File: config.mk
export PLATFORM = sky130hd
export DESIGN_NAME = mux4_rr_feeder
export DESIGN_NICKNAME = d
export VERILOG_FILES = /design/src/rtl/mux4_rr_feeder_pkg.sv /design/src/rtl/mux4_rr_feeder_rr_pick4.sv /design/src/rtl/mux4_rr_feeder.sv
export SDC_FILE = /design/constraint.sdc
export NUM_CORES = 1
export LEC_CHECK = 0
export ABC_AREA = 1
export BUFFER_PORTS_ARGS = -buffer_cell sky130_fd_sc_hd__buf_2
export CAP_MARGIN = 30
export CORE_MARGIN = 2
export CORE_UTILIZATION = 45
export CTS_BUF_LIST = sky130_fd_sc_hd__clkbuf_4 sky130_fd_sc_hd__clkbuf_8
export DETAILED_ROUTE_END_ITERATION = 8
export PLACE_DENSITY = 0.85
export SYNTH_ARGS = -nofsm -noshare
export SYNTH_HDL_FRONTEND = slang
export SYNTH_SLANG_ARGS = --single-unit
File: constraint.sdc
create_clock -name clk -period 1.5 [get_ports clk]
set_clock_uncertainty 0.05 [all_clocks]
set_input_delay 0.225 -clock clk [delete_from_list [all_inputs] [get_ports clk]]
set_output_delay 0.225 -clock clk [all_outputs]
set_load 0.01 [all_outputs]
File: src/rtl/mux4_rr_feeder_pkg.sv
// Shared constants, FSM state type and the mux select encoding for the
// four-channel round-robin feeder.
package mux4_rr_pkg;

  localparam int NCH = 4;

  typedef enum logic {
    IDLE = 1'b0,
    SEND = 1'b1
  } state_e;

  // The downstream mux numbers its data inputs in reverse, so channel k
  // is selected by code 3-k.
  function automatic logic [1:0] ch2sel(input logic [1:0] ch);
    return 2'd3 - ch;
  endfunction

endpackage

File: src/rtl/mux4_rr_feeder_rr_pick4.sv
// Combinational round-robin picker: searches last+1, last+2, last+3, last
// (mod 4) and returns the first requesting channel.
module rr_pick4 (
  input  logic [3:0] req,
  input  logic [1:0] last,
  output logic       any,
  output logic [1:0] idx
);

  logic [1:0] cand;

  // Walk offsets from farthest to nearest so the nearest requester wins;
  // offset 4 (last itself) is the default.
  always_comb begin
    any  = |req;
    idx  = last;
    cand = last;
    for (int i = 3; i >= 1; i--) begin
      cand = last + 2'(i);
      if (req[cand]) idx = cand;
    end
  end

endmodule

File: src/rtl/mux4_rr_feeder.sv
// Four-channel round-robin feeder sitting in front of a 4:1 data-select
// mux. One word is held per channel; the FSM grants full channels fairly
// and presents the granted word on a registered valid/ready port.
//
// Handshake: a transfer happens on a rising edge where valid & ready are
// both high. valid, once raised, holds its data stable until that edge and
// never depends combinationally on ready. in_ready and out_valid/out_data
// are functions of registers (plus flush for in_ready) only.
module mux4_rr_feeder
  import mux4_rr_pkg::*;
#(
  parameter int WIDTH = 4
) (
  input  logic             clk,
  input  logic             rstb,
  input  logic             flush,
  input  logic [3:0]       in_valid,
  input  logic [WIDTH-1:0] in_data0,
  input  logic [WIDTH-1:0] in_data1,
  input  logic [WIDTH-1:0] in_data2,
  input  logic [WIDTH-1:0] in_data3,
  output logic [3:0]       in_ready,
  output logic [WIDTH-1:0] lane3,
  output logic [WIDTH-1:0] lane2,
  output logic [WIDTH-1:0] lane1,
  output logic [WIDTH-1:0] lane0,
  output logic [1:0]       sel,
  output logic             out_valid,
  input  logic             out_ready,
  output logic [WIDTH-1:0] out_data,
  output logic [1:0]       out_ch
);

  state_e           state_q;
  logic [1:0]       grant_q;
  logic [1:0]       last_q;
  logic [1:0]       sel_q;
  logic [NCH-1:0]   full_q;
  logic [NCH-1:0]   full_d;
  logic [WIDTH-1:0] hold_q [NCH];
  logic [WIDTH-1:0] in_data_a [NCH];

  logic [NCH-1:0]   load;
  logic [NCH-1:0]   grant_mask;
  logic             xfer;
  logic [3:0]       pick_req;
  logic [1:0]       pick_last;
  logic             pick_any;
  logic [1:0]       pick_idx;

  assign in_data_a[0] = in_data0;
  assign in_data_a[1] = in_data1;
  assign in_data_a[2] = in_data2;
  assign in_data_a[3] = in_data3;

  // A granted channel is full, so its refill can only land after the drain.
  assign in_ready   = ~full_q & {NCH{~flush}};
  assign load       = in_valid & in_ready;
  assign grant_mask = 4'b0001 << grant_q;
  assign xfer       = (state_q == SEND) & out_ready & ~flush;

  // In SEND the picker looks for the successor of the current grant.
  assign pick_req  = (state_q == SEND) ? (full_q & ~grant_mask) : full_q;
  assign pick_last = (state_q == SEND) ? grant_q : last_q;

  rr_pick4 u_pick (
    .req  (pick_req),
    .last (pick_last),
    .any  (pick_any),
    .idx  (pick_idx)
  );

  // Next full flags: flush wins, otherwise set on load and clear on drain.
  always_comb begin
    full_d = full_q;
    if (flush) begin
      full_d = '0;
    end else begin
      if (xfer) full_d = full_d & ~grant_mask;
      full_d = full_d | load;
    end
  end

  // Full flags.
  always_ff @(posedge clk or negedge rstb) begin
    if (!rstb) full_q <= '0;
    else       full_q <= full_d;
  end

  // Per-channel holding registers; contents survive flush.
  always_ff @(posedge clk or negedge rstb) begin
    if (!rstb) begin
      for (int k = 0; k < NCH; k++) hold_q[k] <= '0;
    end else begin
      for (int k = 0; k < NCH; k++) begin
        if (load[k]) hold_q[k] <= in_data_a[k];
      end
    end
  end

  // Arbitration FSM: grant, round-robin pointer and registered mux select.
  always_ff @(posedge clk or negedge rstb) begin
    if (!rstb) begin
      state_q <= IDLE;
      grant_q <= 2'd0;
      last_q  <= 2'd3;
      sel_q   <= 2'b11;
    end else if (flush) begin
      state_q <= IDLE;
    end else begin
      case (state_q)
        IDLE: begin
          if (pick_any) begin
            grant_q <= pick_idx;
            sel_q   <= ch2sel(pick_idx);
            state_q <= SEND;
          end
        end
        SEND: begin
          if (out_ready) begin
            last_q <= grant_q;
            if (pick_any) begin
              grant_q <= pick_idx;
              sel_q   <= ch2sel(pick_idx);
            end else begin
              state_q <= IDLE;
            end
          end
        end
        default: state_q <= IDLE;
      endcase
    end
  end

  assign out_valid = (state_q == SEND);
  assign out_data  = hold_q[grant_q];
  assign out_ch    = grant_q;
  assign sel       = sel_q;

  assign lane0 = hold_q[0];
  assign lane1 = hold_q[1];
  assign lane2 = hold_q[2];
  assign lane3 = hold_q[3];

endmodule

Word level (Yosys, flattened, before mapping)
Index checks and enable logic that the tools add are counted.
{ "totals": {"register_bits": 27, "inputBits": 24, "output_inout_bits": 29, "elab_cells": 60} }
{ "op_classes": {"add_sub_neg": 4, "order_cmp": 4, "eq_ne": 1, "shift": 1, "muxes": 27, "bitwise_logic": 11, "n_reduce_logical": 3} }
{ "ops": {"columns": ["cell", "n"], "rows": [
  ["2-to-1 mux 4 bit", 6],
  ["2-to-1 mux 2 bit", 8],
  ["bitwise AND 4 bit", 3],
  ["< comparator 2 x 3 -> 1 bit (second input constant)", 3],
  ["binary-select mux 4 bit (select 2 bit)", 1],
  ["inverter 4 bit", 2],
  ["case mux 2 bit (2 select lines)", 2],
  ["binary-select mux 1 bit (select 2 bit)", 3],
  ["2-to-1 mux 1 bit", 6],
  ["adder 2 bit (second input constant)", 2],
  ["OR 4 bit", 1],
  ["OR reduction 4 bit", 1],
  ["left shift 1 x 2 -> 4 bit (first input constant)", 1],
  ["greater-or-equal comparator 3 bit (second input constant)", 1],
  ["inverter 2 -> 3 bit", 1],
  ["AND reduction 3 bit", 1],
  ["adder 2 x 1 -> 2 bit (second input constant)", 1],
  ["bitwise AND 1 bit", 2],
  ["!= test 2 bit (second input constant)", 1],
  ["inverter 1 bit", 2],
  ["case mux 1 bit (2 select lines)", 1],
  ["AND reduction 2 bit", 1],
  ["subtractor 2 bit (first input constant)", 1]
]} }

Longest topological paths before layout
{ "logic_depth": {"depth_word": 13, "depth_mapped": 15} }

By module
From an unflattened synthesis, not the netlist that was laid out.
{ "hier_totals": {"hier_cells": 231, "area_unflattened_um2": 1572.8} }
{ "modules_own_cells": {"columns": ["module", "n_inst", "cells_each", "area_per_inst_um2", "seq_area_each_um2"], "rows": [
  ["mux4_rr_feeder", 1, 188, 1368.8, 680.7],
  ["rr_pick4", 1, 43, 203.9, 0.0]
]} }

Least setup slack after synthesis
OpenSTA, ideal clock, no wires.
{ "synth_path": {"path_kind": "reg2reg", "start": "register state_q, in the netlist out_valid", "end": "register grant_q[0], in the netlist out_ch[0]", "setup_ns": 0.116, "t_arrival_ns": 1.330, "path_slack_ns": 0.004, "path_stages_with_launch": 14, "period_less_slack_ns": 1.496, "cell_sequence": "dfrtp_1 > buf_6 > nand2_2 > inv_2 > nor2_2 > nand2_1 > nand2_1 > nand2_1 > nand2_1 > nand2_1 > nand3_1 > nand2_1 > nand2_1 > nand2_1"} }
{ "synth_via": {"elab_chain_cells": 10} }
{ "synth_lines": {"columns": ["item", "line_no", "rtl"], "rows": [
  ["start, declared", "mux4_rr_feeder.sv:34", "state_e state_q;"],
  ["start signal, assigned", "mux4_rr_feeder.sv:104", "state_q <= IDLE;"],
  ["start signal, assigned", "mux4_rr_feeder.sv:109", "state_q <= IDLE;"],
  ["start signal, assigned", "mux4_rr_feeder.sv:116", "state_q <= SEND;"],
  ["2-to-1 mux 2 bit", "mux4_rr_feeder.sv:64", "assign pick_last = (state_q == SEND) ? grant_q : last_q;"],
  ["adder 2 bit", "mux4_rr_feeder_rr_pick4.sv:19", "cand = last + 2'(i);"],
  ["binary-select mux 1 bit (select 2 bit)", "mux4_rr_feeder_rr_pick4.sv:20", "if (req[cand]) idx = cand;"],
  ["2-to-1 mux 1 bit (not written as such)", "mux4_rr_feeder_rr_pick4.sv:20", null],
  ["2-to-1 mux 2 bit (3 in a row)", "mux4_rr_feeder_rr_pick4.sv:20", null],
  ["2-to-1 mux 2 bit", "mux4_rr_feeder.sv:113, mux4_rr_feeder.sv:122", null],
  ["2-to-1 mux 2 bit", "mux4_rr_feeder.sv:120", "if (out_ready) begin"],
  ["case mux 2 bit (2 select lines)", "mux4_rr_feeder.sv:111", "case (state_q)"],
  ["end signal, assigned", "mux4_rr_feeder.sv:114", "grant_q <= pick_idx;"],
  ["end signal, assigned", "mux4_rr_feeder.sv:123", "grant_q <= pick_idx;"],
  ["end, declared", "mux4_rr_feeder.sv:35", "logic [1:0] grant_q;"]
]} }
Several ways; a longest one is shown, not always the timed one. The select of a mux whose other input is x is not followed.
A chain may end at the register's enable or synchronous reset.

Final worst setup path
{ "layout_path": {"start": "register grant_q[0], in the netlist out_ch[0]", "end": "output port out_data[1]"} }
{ "layout_via": {"elab_chain_cells": 4} }
{ "layout_lines": {"columns": ["item", "line_no", "rtl"], "rows": [
  ["inverter 2 -> 3 bit (not written as such)", "mux4_rr_feeder.sv:136", "assign out_data = hold_q[grant_q];"],
  ["binary-select mux 4 bit (select 2 bit)", "mux4_rr_feeder.sv:136", null],
  ["2-to-1 mux 4 bit (not written as such) (2 in a row)", "mux4_rr_feeder.sv:136", null],
  ["end, declared", "mux4_rr_feeder.sv:30", "output logic [WIDTH-1:0] out_data,"]
]} }
No other way between the ends. The select of a mux whose other input is x is not followed.

==> impl_metrics.csv <==
group,metric,value,unit
setup_path,cp_common_cell,"buf_6",
setup_path,endpoint_kind,"output pin",
routing,drc,0,
floorplan,io_pins,53,
setup_path,crit_required,1220,ps
sta,finalSetupViolations,9,
synthesis,yosysUniqueCellTypes,26,
final_layout,multiInputGateArea,795.8,um2
synthesis,synth-seq-cells,27,
floorplan,chipHeight,62.05,um
routing,ant_nets,0,
setup_path,crit_chain,"buf_6, nor2_4, buf_6, a22oi_2, nand3_1, buf_2",
power_and_ir_drop,irDropWorstVdd,942.9,uV
synthesis,synthMuxAreaShare,11.88,%
synthesis,synth_top_flop_cell,"dfrtp_1",
final_layout,area_growth,37.21,%
sta,drv_slew,0,
synthesis,synth_async_sr_flop_share,100.0,%
synthesis,yosys_warnings,0,
power_and_ir_drop,power_per_cell_area,1706,nW/um2
status,status,"finished, violations left",
sta,period_needed,1708,ps
setup_path,r2r_slack,-150,ps
routing,drt-wirelength-per-cell,13.57,um
setup_path,path_max_fanout,4,
hold_path,hold_end,"lane0[0]",
setup_path,max_stage_delay,420,ps
clocking,cts.clk_slew.worst_paths,150,ps
synthesis,syn-num-nets,200,
routing,wirelength,4029,um
place,post-dp-hpwl,2897,um
synthesis,synth.area.top_cells,"dfrtp_1, mux2_2, nand2_1",
clocking,clock-sinks,27,
sta,slew_headroom,61.72,%
final_layout,num_antenna_cells,0,
floorplan,core_area,3284,um2
synthesis,synth_most_common_cell,"nand2_1",
clocking,cts_tree,"yes",
routing,dr.pass1.iters,5,
synthesis,netlist_area,1516,um2
synthesis,yosysTopAreaCell,"dfrtp_1",
synthesis,syn_area_per_cell,8.616,um2
place,routabilityCongestion,0.9308,
place,dp_slack,-107.3,ps
sta,hold_viol,0,
setup_path,timing.rr.start,"out_ch[0]",
routing,vias,1493,
grt,grt_max_degree,28,
sta,fin_ws,-208.2,ps
final_layout,fin_util,63.35,%
hold_path,worstHoldStart,"in_data0[0]",
routing,via_per_inst,5.027,
flow_run,max-cap-violations,0,
power_and_ir_drop,power_leakage,1.113,nW
hold_path,hp-class,"in2reg",
grt,track_usage,21.18,%
floorplan,die_area,3850,um2
final_layout,register_area,683.2,um2
synthesis,yosys.area_share.adder,0,%
floorplan,num_rows,21,
floorplan,dieWidth,62.05,um
setup_path,reg2reg_to,"out_ch[0]",
clocking,clockRootBuffer,"clkbuf_4",
final_layout,nets,276,
sta,worst_slew_pin_slew,574.3,ps
floorplan,start_util,46.17,%
sta,period_share,113.9,%
synthesis,synth_top_family_by_area,"simple AND/OR/NAND/NOR gates",
setup_path,crit_type,"reg2out",
clocking,ctsLongestPathBuffers,2,
setup_path,rr_worst_depth,13,
synthesis,synthXorXnorAreaFrac,0,%
clocking,clk_latency,320,ps
synthesis,synth_edf_count,0,
place,port_buffers,52,
grt,grt_pass1_vias,1402,
final_layout,drive_above_1_share,53.39,%
synthesis,netlist_top_cells_count,"nand2_1, dfrtp_1, nand3_1, inv_1, mux2_2",
synthesis,synth_cells,176,
status,violations,"setup timing",
grt,antenna_found_initial,0,
setup_path,cpMaxStageDelayCell,"dfrtp_1",
clocking,h-tree-depth,1,
sta,rsz0062_at_grt,"yes",
sta,fmax,0.5854,GHz
hold_path,hold_depth,2,
grt,gr-total-overflow,0,
clocking,cts_buffers,3,
synthesis,synth_compound_area_share,7.261,%
routing,drt_iter0_drc,48,
grt,grt_pass1_wl,6072,um
synthesis,yosysSeqAreaShare,44.88,%
final_layout,nFillCells,282,
setup_path,critical_path_arrival,1430,ps
setup_path,worstSetupStartpointType,"register",
synthesis,yosys.area_share.simple,28.14,%
synthesis,netlist.area_leader.share,37.95,%
## cells by family (layout without fill, tap and decap cells)
logic type | count (synthesis) | in the layout
AO/OA/AOI/OAI | 18 | 18
AND/OR/NAND/NOR | 90 | 91
flip-flops | 27 | 27
buffers and inverters | 25 | 99
multiplexers | 16 | 16
## worst max-delay path by stage
stage | from | end | slack, ps
after global routing | out_ch[0] | out_ch[0] | -270
final | out_ch[0] | out_data[1] | -210
after CTS | out_ch[0] | out_data[3] | -200
after global placement | out_valid | out_ch[1] | -60
after detailed placement | out_valid | out_ch[0] | -110
after floorplan | out_valid | out_ch[0] | 4
## registers in the layout, summed over array words and instances, names as in the netlist
| register | cells |
|---|---|
| full_q | 4 |
| lane0 | 4 |
| lane1 | 4 |
| lane2 | 4 |
| lane3 | 4 |
| last_q | 2 |
| out_ch | 2 |
| out_valid | 1 |
| sel | 2 |
## through the flow
step	instance area, um2	power, mW	setup TNS (ps)	std cells	hold slack (ps)
after global placement	1924	2.898	-158.4	287	199.7
after floorplan	1516	2.264	0	176	-120.6
after CTS	2021	3.380	-1020	293	65.63
after global routing	2081	3.806	-2066	297	59.67
after detailed placement	1924	2.940	-282.7	287	202.1
final	2081	3.549	-1210	297	67.24
## worst max-delay path: cells and delay by family, from the launching register on
family / cells / cell delay (ps)
flip-flops: 1 / 420
buffers and inverters: 3 / 410
AO/OA/AOI/OAI: 1 / 160
AND/OR/NAND/NOR: 2 / 120
## power breakdown
part / switching [mW] / internal (mW)
Clock: 0.208 / 0.0999
Combinational: 1.13 / 0.938
Sequential: 0.202 / 0.968
Total: 1.54 / 2.01
## layout by cell type (no fill, tap or decap), types with 2 or more instances in the layout
cell      Yosys  final
inv_2         4      7
o21ai_0       8      8
dfrtp_2       0      2
nor2_2        2      2
inv_1        16     13
nand2_2       5      9
nand3_2       2      3
mux2_2       16     16
nand2_1      46     41
nor2_4        1      3
nand2_4       1      3
a22oi_2       0      4
nand3_1      19     18
dfrtp_1      23     21
dfstp_2       4      4
buf_2         0     52
nor2_1       12     10
clkbuf_4      0      3
buf_4         0     19
buf_6         3      2
## routing by layer
layer	GRT usage, %	wire, um	vias up
li1	-	-	726
met1	27.40	1632	709
met2	36.16	2154	52
met3	3.727	200	6
met4	6.383	42	0
met5	0	0	-
## layout make-up
class,count,area share (%)
clock buffers,3,1.082
clock inverters,1,0.2405
inverters,21,3.909
multi-input cells,125,38.24
flip-flops and latches,27,32.83
well taps,46,2.766
repair buffers,74,20.93
## timing repair
item / in CTS / in global routing
resized for setup: 16 / 8
pin swaps: 2 / 3
endpoints found under the hold margin: 23 / 0
gates cloned: 0 / 1
buffers inserted: 1 / 3
hold buffers: 1 / 0
endpoints found under the setup margin: 8 / 8
Power figures use the tool's default switching activity.
